**src/rtl/xor_frame_accum.sv**
```systemverilog
// rtl/xor_frame_accum.sv - streaming XOR frame accumulator with parity, beat count and overflow
//
// Purpose:
//   Folds a frame of WIDTH-bit words into a single bitwise-XOR word. It also
//   reports the XOR-reduction parity of that word, the number of beats in the
//   frame (saturating at MAX_WORDS), and a sticky flag for frames longer than
//   MAX_WORDS. Both sides use a valid/ready handshake.
//
// Optional feature (macro XOR_FRAME_CHECK_EN):
//   Adds in_exp, which is sampled on the in_last beat, and out_err, which is
//   set when the folded word differs from in_exp.
//
// Ports:
//   clk           rising-edge clock
//   rst_n         asynchronous active-low reset
//   in_valid      source presents a word
//   in_ready      block accepts a word this cycle (registered, state-only)
//   in_data       word to fold
//   in_last       accepted word ends the frame
//   out_valid     result available (HOLD state)
//   out_ready     sink takes the result
//   out_word      XOR of all words in the frame
//   out_bit       XOR-reduction of out_word
//   out_count     beats in the frame, saturating at MAX_WORDS
//   out_overflow  frame had more than MAX_WORDS beats
//   in_exp        (XOR_FRAME_CHECK_EN) expected fold, sampled on the last beat
//   out_err       (XOR_FRAME_CHECK_EN) folded word != in_exp

module xor_frame_accum #(
  parameter int WIDTH     = 8,
  parameter int MAX_WORDS = 16,
  localparam int CW       = $clog2(MAX_WORDS + 1)
) (
  input  logic             clk,
  input  logic             rst_n,
  input  logic             in_valid,
  output logic             in_ready,
  input  logic [WIDTH-1:0] in_data,
  input  logic             in_last,
`ifdef XOR_FRAME_CHECK_EN
  input  logic [WIDTH-1:0] in_exp,
  output logic             out_err,
`endif
  output logic             out_valid,
  input  logic             out_ready,
  output logic [WIDTH-1:0] out_word,
  output logic             out_bit,
  output logic [CW-1:0]    out_count,
  output logic             out_overflow
);

  typedef enum logic [1:0] {
    S_IDLE = 2'd0,
    S_ACC  = 2'd1,
    S_HOLD = 2'd2
  } state_t;

  localparam logic [CW-1:0] CNT_MAX = CW'(MAX_WORDS);
  localparam logic [CW-1:0] CNT_ONE = CW'(1);

  state_t           state_q, state_d;
  logic [WIDTH-1:0] acc_q,   acc_d;
  logic [CW-1:0]    cnt_q,   cnt_d;
  logic             ovf_q,   ovf_d;
  logic             par_q,   par_d;
  logic             rdy_q,   rdy_d;
  logic             accept;
`ifdef XOR_FRAME_CHECK_EN
  logic             err_q,   err_d;
`endif

  // in_ready is registered from the next state so it is 0 during reset,
  // rises on the first edge after release, and never depends on in_valid.
  assign accept = in_valid && rdy_q;

  always_comb begin
    state_d = state_q;
    acc_d   = acc_q;
    cnt_d   = cnt_q;
    ovf_d   = ovf_q;
`ifdef XOR_FRAME_CHECK_EN
    err_d   = err_q;
`endif

    unique case (state_q)
      S_IDLE: begin
        if (accept) begin
          acc_d   = in_data;
          cnt_d   = CNT_ONE;
          ovf_d   = 1'b0;
          state_d = in_last ? S_HOLD : S_ACC;
        end
      end

      S_ACC: begin
        if (accept) begin
          // Words past saturation still fold into the accumulator.
          acc_d = acc_q ^ in_data;
          if (cnt_q == CNT_MAX) begin
            ovf_d = 1'b1;
          end else begin
            cnt_d = cnt_q + CNT_ONE;
          end
          if (in_last) begin
            state_d = S_HOLD;
          end
        end
      end

      S_HOLD: begin
        if (out_ready) begin
          acc_d   = '0;
          cnt_d   = '0;
          ovf_d   = 1'b0;
          state_d = S_IDLE;
`ifdef XOR_FRAME_CHECK_EN
          err_d   = 1'b0;
`endif
        end
      end

      default: begin
        acc_d   = '0;
        cnt_d   = '0;
        ovf_d   = 1'b0;
        state_d = S_IDLE;
      end
    endcase

`ifdef XOR_FRAME_CHECK_EN
    // The comparison uses the post-fold value, so the last word is included.
    if (accept && in_last && (state_q != S_HOLD)) begin
      err_d = (acc_d != in_exp);
    end
`endif

    // Parity is registered with the word so out_bit has no logic after the flop.
    par_d = ^acc_d;
    rdy_d = (state_d != S_HOLD);
  end

  always_ff @(posedge clk or negedge rst_n) begin
    if (!rst_n) begin
      state_q <= S_IDLE;
      acc_q   <= '0;
      cnt_q   <= '0;
      ovf_q   <= 1'b0;
      par_q   <= 1'b0;
      rdy_q   <= 1'b0;
    end else begin
      state_q <= state_d;
      acc_q   <= acc_d;
      cnt_q   <= cnt_d;
      ovf_q   <= ovf_d;
      par_q   <= par_d;
      rdy_q   <= rdy_d;
    end
  end

`ifdef XOR_FRAME_CHECK_EN
  always_ff @(posedge clk or negedge rst_n) begin
    if (!rst_n) begin
      err_q <= 1'b0;
    end else begin
      err_q <= err_d;
    end
  end

  assign out_err = err_q;
`endif

  assign in_ready     = rdy_q;
  assign out_valid    = (state_q == S_HOLD);
  assign out_word     = acc_q;
  assign out_bit      = par_q;
  assign out_count    = cnt_q;
  assign out_overflow = ovf_q;

endmodule

```
**config.mk**
```make
export PLATFORM = sky130hd
export DESIGN_NAME = xor_frame_accum
export DESIGN_NICKNAME = d
export VERILOG_FILES = /design/src/rtl/xor_frame_accum.sv
export SDC_FILE = /design/constraint.sdc
export NUM_CORES = 1
export LEC_CHECK = 0
export ABC_AREA = 1
export CAP_MARGIN = 20
export CORE_UTILIZATION = 49
export DETAILED_ROUTE_END_ITERATION = 10
export PLACE_DENSITY = 0.78
export SYNTH_ARGS = -nofsm -noshare
export SYNTH_HDL_FRONTEND = slang
export SYNTH_SLANG_ARGS = --single-unit
```
**constraint.sdc**
```tcl
create_clock -name clk -period 1.8 [get_ports clk]
set_clock_uncertainty 0.05 [all_clocks]
set_input_delay 0.27 -clock clk [delete_from_list [all_inputs] [get_ports clk]]
set_output_delay 0.27 -clock clk [all_outputs]
set_load 0.01 [all_outputs]
```
# --- Word level (Yosys, flattened, before mapping) ---
# Index checks and enable logic that the tools add are counted.
word_totals:
  reg_bits: 18
  in_bits: 13
  output_inout_bits: 17
  elab_cells: 42
classes:
  n_addsub: 1
  eq_ne: 9
  muxes: 20
  bitwise_logic: 1
  reduce_logical: 5
op_table:
  columns: ["op", "count"]
  rows:
  - ["$mux W8", 3]
  - ["$pmux W8 S3", 1]
  - ["$mux W5", 4]
  - ["$pmux W5 S3", 1]
  - ["$mux W2", 5]
  - ["$ne A2 B2 Y1 const B", 5]
  - ["$reduce_and A4 Y1", 2]
  - ["$reduce_xor A8 Y1", 1]
  - ["$xor A8 B8 Y8", 1]
  - ["$pmux W2 S3", 1]
  - ["$add A5 B1 Y5 const B", 1]
  - ["$eq A5 B5 Y1 const B", 1]
  - ["$mux W1", 4]
  - ["$pmux W1 S3", 1]
  - ["$eq A2 B1 Y1 const B", 1]
  - ["$eq A2 B2 Y1 const B", 1]
  - ["$logic_not A2 Y1", 1]
  - ["$ne A2 B1 Y1 const B", 1]
  - ["$logic_and A1 B1 Y1", 1]

# --- Logic depth before layout (Yosys ltp) ---
# Gate-level depths: netlist of run 1.
depth:
  depth_word: 4
  depth_mapped: 15
  ltp_nobuf: 13

# --- Worst setup path before layout of run 1 ---
# OpenSTA, ideal clock, no wires.
synth_path:
  path_type: "reg-to-reg"
  from: "register cnt_q[0] (netlist: out_count[0])"
  to: "register cnt_q[3] (netlist: out_count[3])"
  t_arrival_ns: 1.341
  required_time_ns: 1.627
  path_slack_ns: 0.286
  stages_incl_launch_ff: 9
  path_buffers: 0
  period_less_slack_ns: 1.514
  cell_sequence: "dfrtp_1 inv_1 ha_1 nand4_1 inv_1 a21oi_2 nand4_1 o22ai_1 a21oi_1"
synth_between:
  elab_chain_cells: 4
synth_rtl:
  columns: ["item", "line_no", "source"]
  rows:
  - ["start, declared", "63", "logic [CW-1:0] cnt_q, cnt_d;"]
  - ["start signal, assigned", "153", "cnt_q <= cnt_d;"]
  - ["$add A5 B1 Y5", "102", "cnt_d = cnt_q + CNT_ONE;"]
  - ["$mux W5", "99", "if (cnt_q == CNT_MAX) begin"]
  - ["$mux W5", "96", "if (accept) begin"]
  - ["$pmux W5 S3", "85", "unique case (state_q)"]
# Several ways; a longest one is shown, not always the timed one. The select of a mux whose other input is x is not followed.
# A chain may end at the register's enable or synchronous reset.

# --- Final worst setup path of run 1 ---
layout_path:
  from: "register rdy_q (netlist: in_ready)"
  to: "output in_ready"
layout_rtl:
  columns: ["item", "line_no", "source"]
  rows:
  - ["start, declared", "66", "logic rdy_q, rdy_d;"]
  - ["start signal, assigned", "156", "rdy_q <= rdy_d;"]
  - ["end, declared", "37", "output logic in_ready,"]
# No word-level cell between the ends.

==> summary.md, run 1 <==
| Metric | Value |
|---|---|
| Router iterations before antenna repair | 4 |
| Htree depth | 1 |
| First-pass GRT wire length | 4905 um |
| Post-synthesis sequential area ratio | 34.65% |
| Antenna violations before repair | 0 |
| Diodes inserted | 0 |
| Post-Route WL | 3015 um |
| Placement Setup Slack | -0.2206 ns |
| CP Launch Type | flop |
| Fin cells | 241 |
| Ys Warns | 0 |
| Largest area contributor in the netlist | dfrtp_1 |
| Critical Path RT | 1.48 ns |
| CP Cell Sequence | clkdlybuf4s50_1 |
| RSZ-0062 raised after global routing | yes |
| Fin crit period | 1.742 ns |
| Final Total Pwr | 2.016 mW |
| Post-Syn Area | 1300 sq um |
| Largest net degree at the start of global routing | 19 |
| Tot GR Track Use | 23.59% |
| Design area | 1735 sq um |
| Number of CTS-inserted buffers | 3 |
| Final core occ | 69.42% |
| Post-synth EDFFs | 0 |
| Final nets | 227 |
| Layout cells sized above 1 | 27.01% |
| Pwr per Cell Area | 1162 nW/um^2 |
| Setup TNS | 0 ns |
| Main synth FF type | dfrtp_1 |
| Tcrit/Tclk final | 96.81% |
| Synth Register Bits | 18 |
| Synth async-reset ratio | 100.0% |
| Detailed Route Iter0 Violations | 24 |
| Detail Route Antenna Nets | 0 |
| Clock Sinks | 18 |
| Number of global-route vias before repair | 1145 |
| CP endpoint kind | output port |
| Area Overhead vs Synth | 33.49% |
| Worst-path fanout max | 8 |
| Drt drc | 0 |
| CP delay by family, top | buffers and inverters |
| Worst stage delay on the critical path | 0.59 ns |
| Placer's final routability congestion estimate | 0.8631 |
| Clk pin slew, worst setup/hold paths | 0.11 ns |
| Unique masters post-synth | 30 |
| Fmax | 0.5739 GHz |
| Post-synth net total | 186 |
| Slew @ Worst Pin | 0.3281 ns |
| Dpl cells | 235 |
| Core Region | 2500 sq um |
| Via count | 1272 |
| Detailed-route wire length per cell | 12.51 um |
| Peak VDD IR | 0.8712 mV |
| IO Pins | 30 |
| Setup-failing EPs final | 0 |
| Die W | 53.51 um |
| CTS tree | done |
| Root Buffer | clkbuf_4 |
| Maximum clock path buffer count | 2 |
| Area fraction of the dominant cell type after synthesis | 34.65% |
| Post-DP Area | 1660 sq um |
| Worst endpoint data arrival time | 1.42 ns |
| Worst hold margin | 0.2466 ns |
| # rows | 18 |
| Max_cap viols | 0 |
| Clk_lat worst skew | 0.30 ns |
| Post-DP HPWL | 2289 um |
| Final Hold Fails | 0 |
| Worst rel slew slack | 78.09% |
| Full die area | 2863 sq um |
| CP max stage cell | clkdlybuf4s50_1 |
| Worst min path class | primary input to asynchronous set/reset pin |
| Crit path kind | flop to output port |
| Total global routing overflow | 0 |
| DR vias/cell | 5.278 |
| Synth Instances | 171 |
| Status | finished, final reports clean |
| Starting Density | 52.00% |
| Pleak | 0.9037 nW |
| Die Span Y | 53.51 um |
| Setup ws final | 0.05751 ns |
| Final Slew Violations | 0 |
| Worst Path Buf+Inv | 1 |
| Avg Cell Area, Syn | 7.602 sq um |
| Port bufs | 29 |
| Top cells by area, synth | dfrtp_1 35%, nand2_1 15%, nand2_2 5.8%, nand3_1 4.6%, inv_1 4.6% |
==> worst register-to-register path, stage by stage, from the launching register on <==
cell	delay (ns)
dfrtp_2	0.44
buf_4	0.17
nor2_4	0.18
nand2_1	0.11
nand3_2	0.07
nand2_1	0.05
nand2_1	0.09
nand2_1	0.08
nand2_2	0.09
nand2_2	0.05
inv_1	0.05
nor2_1	0.04
nand2_1	0.05
nand2_1	0.04
==> routing by layer <==
layer / vias to the layer above / wire length (um) / track usage [%]
met5: - / 0 / 0
met4: 0 / 26 / 10.53
met3: 4 / 141 / 3.161
met2: 39 / 1357 / 37.29
met1: 597 / 1489 / 31.65
li1: 632 / - / -
==> final cells by class <==
type / instances / area [sq um]
Clock buffer: 4 / 36.28
Fill cell: 209 / 764.5
Inverter: 20 / 82.58
Multi-Input combinational cell: 129 / 744.5
Sequential cell: 18 / 452.9
Tap cell: 30 / 37.54
Timing Repair Buffer: 40 / 381.6
==> repair_timing <==
item                                    4_1_cts  5_1_grt
endpoints found under the setup margin        1        2
hold endpoints to repair                      0        0
setup buffers                                 2        0
hold buffers                                  0        0
gates resized for setup                       2        7
pin swaps                                     0        2
==> registers in the layout, indices dropped and copies added, names as in the netlist <==
name	cells
state_q	2
in_ready	1
out_overflow	1
out_word	8
out_bit	1
out_count	5
==> cell families (layout without fill, tap and decap cells) <==
group                      after synthesis  after routing  synth area share, %
DFF                                     18             18                34.65
adders and majority gates                2              2                1.925
AOI/OAI and AO/OA                       23             23                11.45
buffers and inverters                   24             64                9.048
and+or+nand+nor                        103            103                42.25
xor gates and xnor gates                 1              1               0.6738
==> power breakdown <==
part / switching (mW) / internal (mW)
registers: 0.104 / 0.509
logic: 0.618 / 0.522
clock network: 0.139 / 0.123
total: 0.861 / 1.15
==> layout by cell type, fill, tap and decap left out, types with 5 or more instances in the layout <==
cell / Yosys / layout
inv_1: 16 / 16
nand4_1: 5 / 5
a21oi_1: 7 / 7
nand2_1: 51 / 50
nand3_2: 5 / 6
buf_4: 1 / 10
nand2_2: 12 / 13
nor2_2: 4 / 6
clkdlybuf4s50_1: 0 / 27
nand3_1: 12 / 11
dfrtp_1: 18 / 16
==> synth_stat cells, types with 3 or more instances <==
master	number
nand2_1	51
dfrtp_1	18
inv_1	16
nand2_2	12
nand3_1	12
a21oi_1	7
nor2_1	6
nand3_2	5
nand4_1	5
nand2_4	4
nor2_2	4
o21ai_0	4
a21boi_1	3
a21oi_2	3
==> path summary, 6_finish.rpt <==
check,cells after the start,endpoint,slack [ns],start
setup / recovery,1,in_ready,0.06,in_ready
hold / removal,2,out_count[1],0.25,rst_n
setup reg to reg,13,out_bit,0.13,state_q[1]
hold reg to reg,1,out_overflow,0.47,out_overflow
max in group asynchronous,2,state_q[0],1.24,rst_n
min in group clk,1,out_overflow,0.47,out_overflow
Power figures use the tool's default switching activity.
==> run 2: changes to the inputs <==
--- a/config.mk
+++ b/config.mk
@@ -9,7 +9,8 @@
 export CAP_MARGIN = 20
 export CORE_UTILIZATION = 49
 export DETAILED_ROUTE_END_ITERATION = 10
-export PLACE_DENSITY = 0.78
+export MAX_ROUTING_LAYER = met4
+export PLACE_DENSITY_LB_ADDON = 0.2
 export SYNTH_ARGS = -nofsm -noshare
 export SYNTH_HDL_FRONTEND = slang
 export SYNTH_SLANG_ARGS = --single-unit
==> run 2 against run 1 <==
Compared with the run above:
- first-iteration DRC count up 13%
- flip-flop and latch count unchanged
- highest routed layer unchanged
- critical endpoint is now out_count[4]
- final area up 3.7%
- largest power group unchanged
- clock power up 7%
==> summary.md, run 2 (synthesis gave the netlist of run 1 again) <==
| Metric | Value |
|---|---|
| Status | finished, final reports clean |
| Final core occ | 72.02% (+2.6 points) |
| Antenna violations before repair | 0 (unchanged) |
| Layout cells sized above 1 | 32.71% (+5.7 points) |
| Starting Density | 52.00% (unchanged) |
| Crit path kind | flop to flop |
| R2R depth | 9 (-4) |
| Critical Path RT | 1.97 ns (+0.49 ns) |
| Htree depth | 1 (unchanged) |
| Worst rel slew slack | 80.18% (+2.1 points) |
| Sequential cell area | 454.2 sq um (+0.28%) |
| Core Region | 2500 sq um (unchanged) |
| Clk pin slew, worst setup/hold paths | 0.12 ns (about the same) |
| Commonest non-fill, non-tap cells in the layout | 41 x nand2_1, 27 x clkdlybuf4s50_1, 22 x nand2_2 |
| Final nets | 230 (+1.3%) |
| Max reg flops | 8 (unchanged) |
| Maximum clock path buffer count | 2 (unchanged) |
| IO Pins | 30 (unchanged) |
| CP max stage cell | dfrtp_2 |
| Tot GR Track Use | 24.94% (+1.4 points) |
| Detail Route Antenna Nets | 0 (unchanged) |
| Setup TNS | 0 ns (unchanged) |
| DR vias/cell | 5.279 (about the same) |
| Detailed Route Iter0 Violations | 27 (+13%) |
| Diodes inserted | 0 (unchanged) |
| Worst stage delay on the critical path | 0.44 ns (-0.15 ns) |
| Final Total Pwr | 2.120 mW (+5.2%) |
| Fin crit period | 1.723 ns (-0.01968 ns) |
| Max_cap viols | 0 (unchanged) |
| Dpl cells | 235 (unchanged) |
| Slew @ Worst Pin | 0.2967 ns (-0.03132 ns) |
| Detailed-route wire length per cell | 13.72 um (+9.7%) |
| Largest net degree at the start of global routing | 19 (unchanged) |
| Placer's final routability congestion estimate | 0.8356 (-3.2%) |
| Peak VDD IR | 0.9759 mV (+12%) |
| Fill count | 197 (-5.7%) |
| Design area | 1800 sq um (+3.7%) |
| Clock Sinks | 18 (unchanged) |
| Final Hold Fails | 0 (unchanged) |
| Post-Route WL | 3348 um (+11%) |
| Pwr per Cell Area | 1177 nW/um^2 (+1.4%) |
| Final Slew Violations | 0 (unchanged) |
| CP Cell Sequence | buf_6 -> buf_4 -> nand3b_4 -> buf_4 -> o21ai_2 -> a21oi_2 -> nand4_1 -> o22ai_1 -> a21oi_1 |
| Most frequent CP cell | buf_4 |
| Fin cells | 244 (+1.2%) |
| Hold buffers post-CTS | 0 (unchanged) |
| Full die area | 2863 sq um (unchanged) |
| Area Overhead vs Synth | 38.50% |
| Drt drc | 0 (unchanged) |
| Worst hold margin | 0.2145 ns (-0.03211 ns) |
| Commonest non-fill, non-tap cell in the layout | nand2_1 |
| Number of global-route vias before repair | 1152 (+0.61%) |
| Setup-failing EPs final | 0 (unchanged) |
| # rows | 18 (unchanged) |
| Tcrit/Tclk final | 95.71% (-1.1 points) |
| Pleak | 0.9076 nW (+0.44%) |
| Number of CTS-inserted buffers | 3 (unchanged) |
| Worst min path class | primary input to asynchronous set/reset pin |
| CTS tree | done |
| Placement Setup Slack | -0.2191 ns (+0.001484 ns) |
| Total global routing overflow | 0 (unchanged) |
| Clk_lat worst skew | 0.32 ns (+0.02 ns) |
| Die W | 53.51 um (unchanged) |
| First-pass GRT wire length | 4926 um (+0.43%) |
| Die Span Y | 53.51 um (unchanged) |
| Worst-path fanout max | 7 (-1) |
| Port bufs | 29 (unchanged) |
| Post-DP HPWL | 2226 um (-2.8%) |
| Post-DP Area | 1660 sq um (unchanged) |
| Router iterations before antenna repair | 4 (unchanged) |
| Multi-input gate area | 793.3 sq um (+6.6%) |
| Worst endpoint data arrival time | 1.89 ns (+0.47 ns) |
| Via count | 1288 (+1.3%) |
| CP Launch Type | flop |
| Setup ws final | 0.07719 ns (+0.01968 ns) |
| Fmax | 0.5804 GHz (+1.1%) |
| Root Buffer | clkbuf_4 |
| CP endpoint kind | flop |
## run 2: worst paths after layout
kind | from | endpoint | slack [ns]
worst max-delay path | state_q[1] | out_count[4] | 0.08
worst min-delay path | rst_n | out_count[2] | 0.21
worst max register to register | state_q[1] | out_count[4] | 0.08
worst min register to register | out_overflow | out_overflow | 0.49
max in group asynchronous | rst_n | state_q[1] | 1.26
min in group clk | in_valid | state_q[0] | 0.44
## run 2: layout make-up
type                            count  area share, %
Timing Repair Buffer               42          22.03
Tap cell                           30          2.085
Sequential cell                    18          25.23
Multi-Input combinational cell    130          44.06
Inverter                           20          4.587
Clock buffer                        4          2.015
## run 2: critical path: cells and delay by family (launching register included)
| family | cells | cell delay (ns) |
|---|---|---|
| and+or+nand+nor | 2 | 0.29 |
| AOI/OAI and AO/OA | 4 | 0.41 |
| buffers and inverters | 3 | 0.43 |
| DFF | 1 | 0.44 |
## run 2: power by group
part	internal [mW]	total (mW)	switching, mW
logic	0.556	1.22	0.662
clock network	0.124	0.280	0.156
registers	0.509	0.623	0.113
total	1.19	2.12	0.931
## run 2: routing by layer
metal / share of wire, % / vias to the layer above / GRT usage, %
met2: 52 / 36 / 38.75
met5: 0 / - / -
met1: 43 / 610 / 30.77
met3: 3.4 / 7 / 4.598
li1: - / 635 / -
met4: 1.9 / 0 / 12.28
## run 2: repair_timing
action / 4_1_cts / 5_1_grt
resized for setup: 3 / 19
pin swaps: 0 / 6
buffers inserted: 2 / 2
gates cloned: 0 / 1
endpoints found under the setup margin: 1 / 2
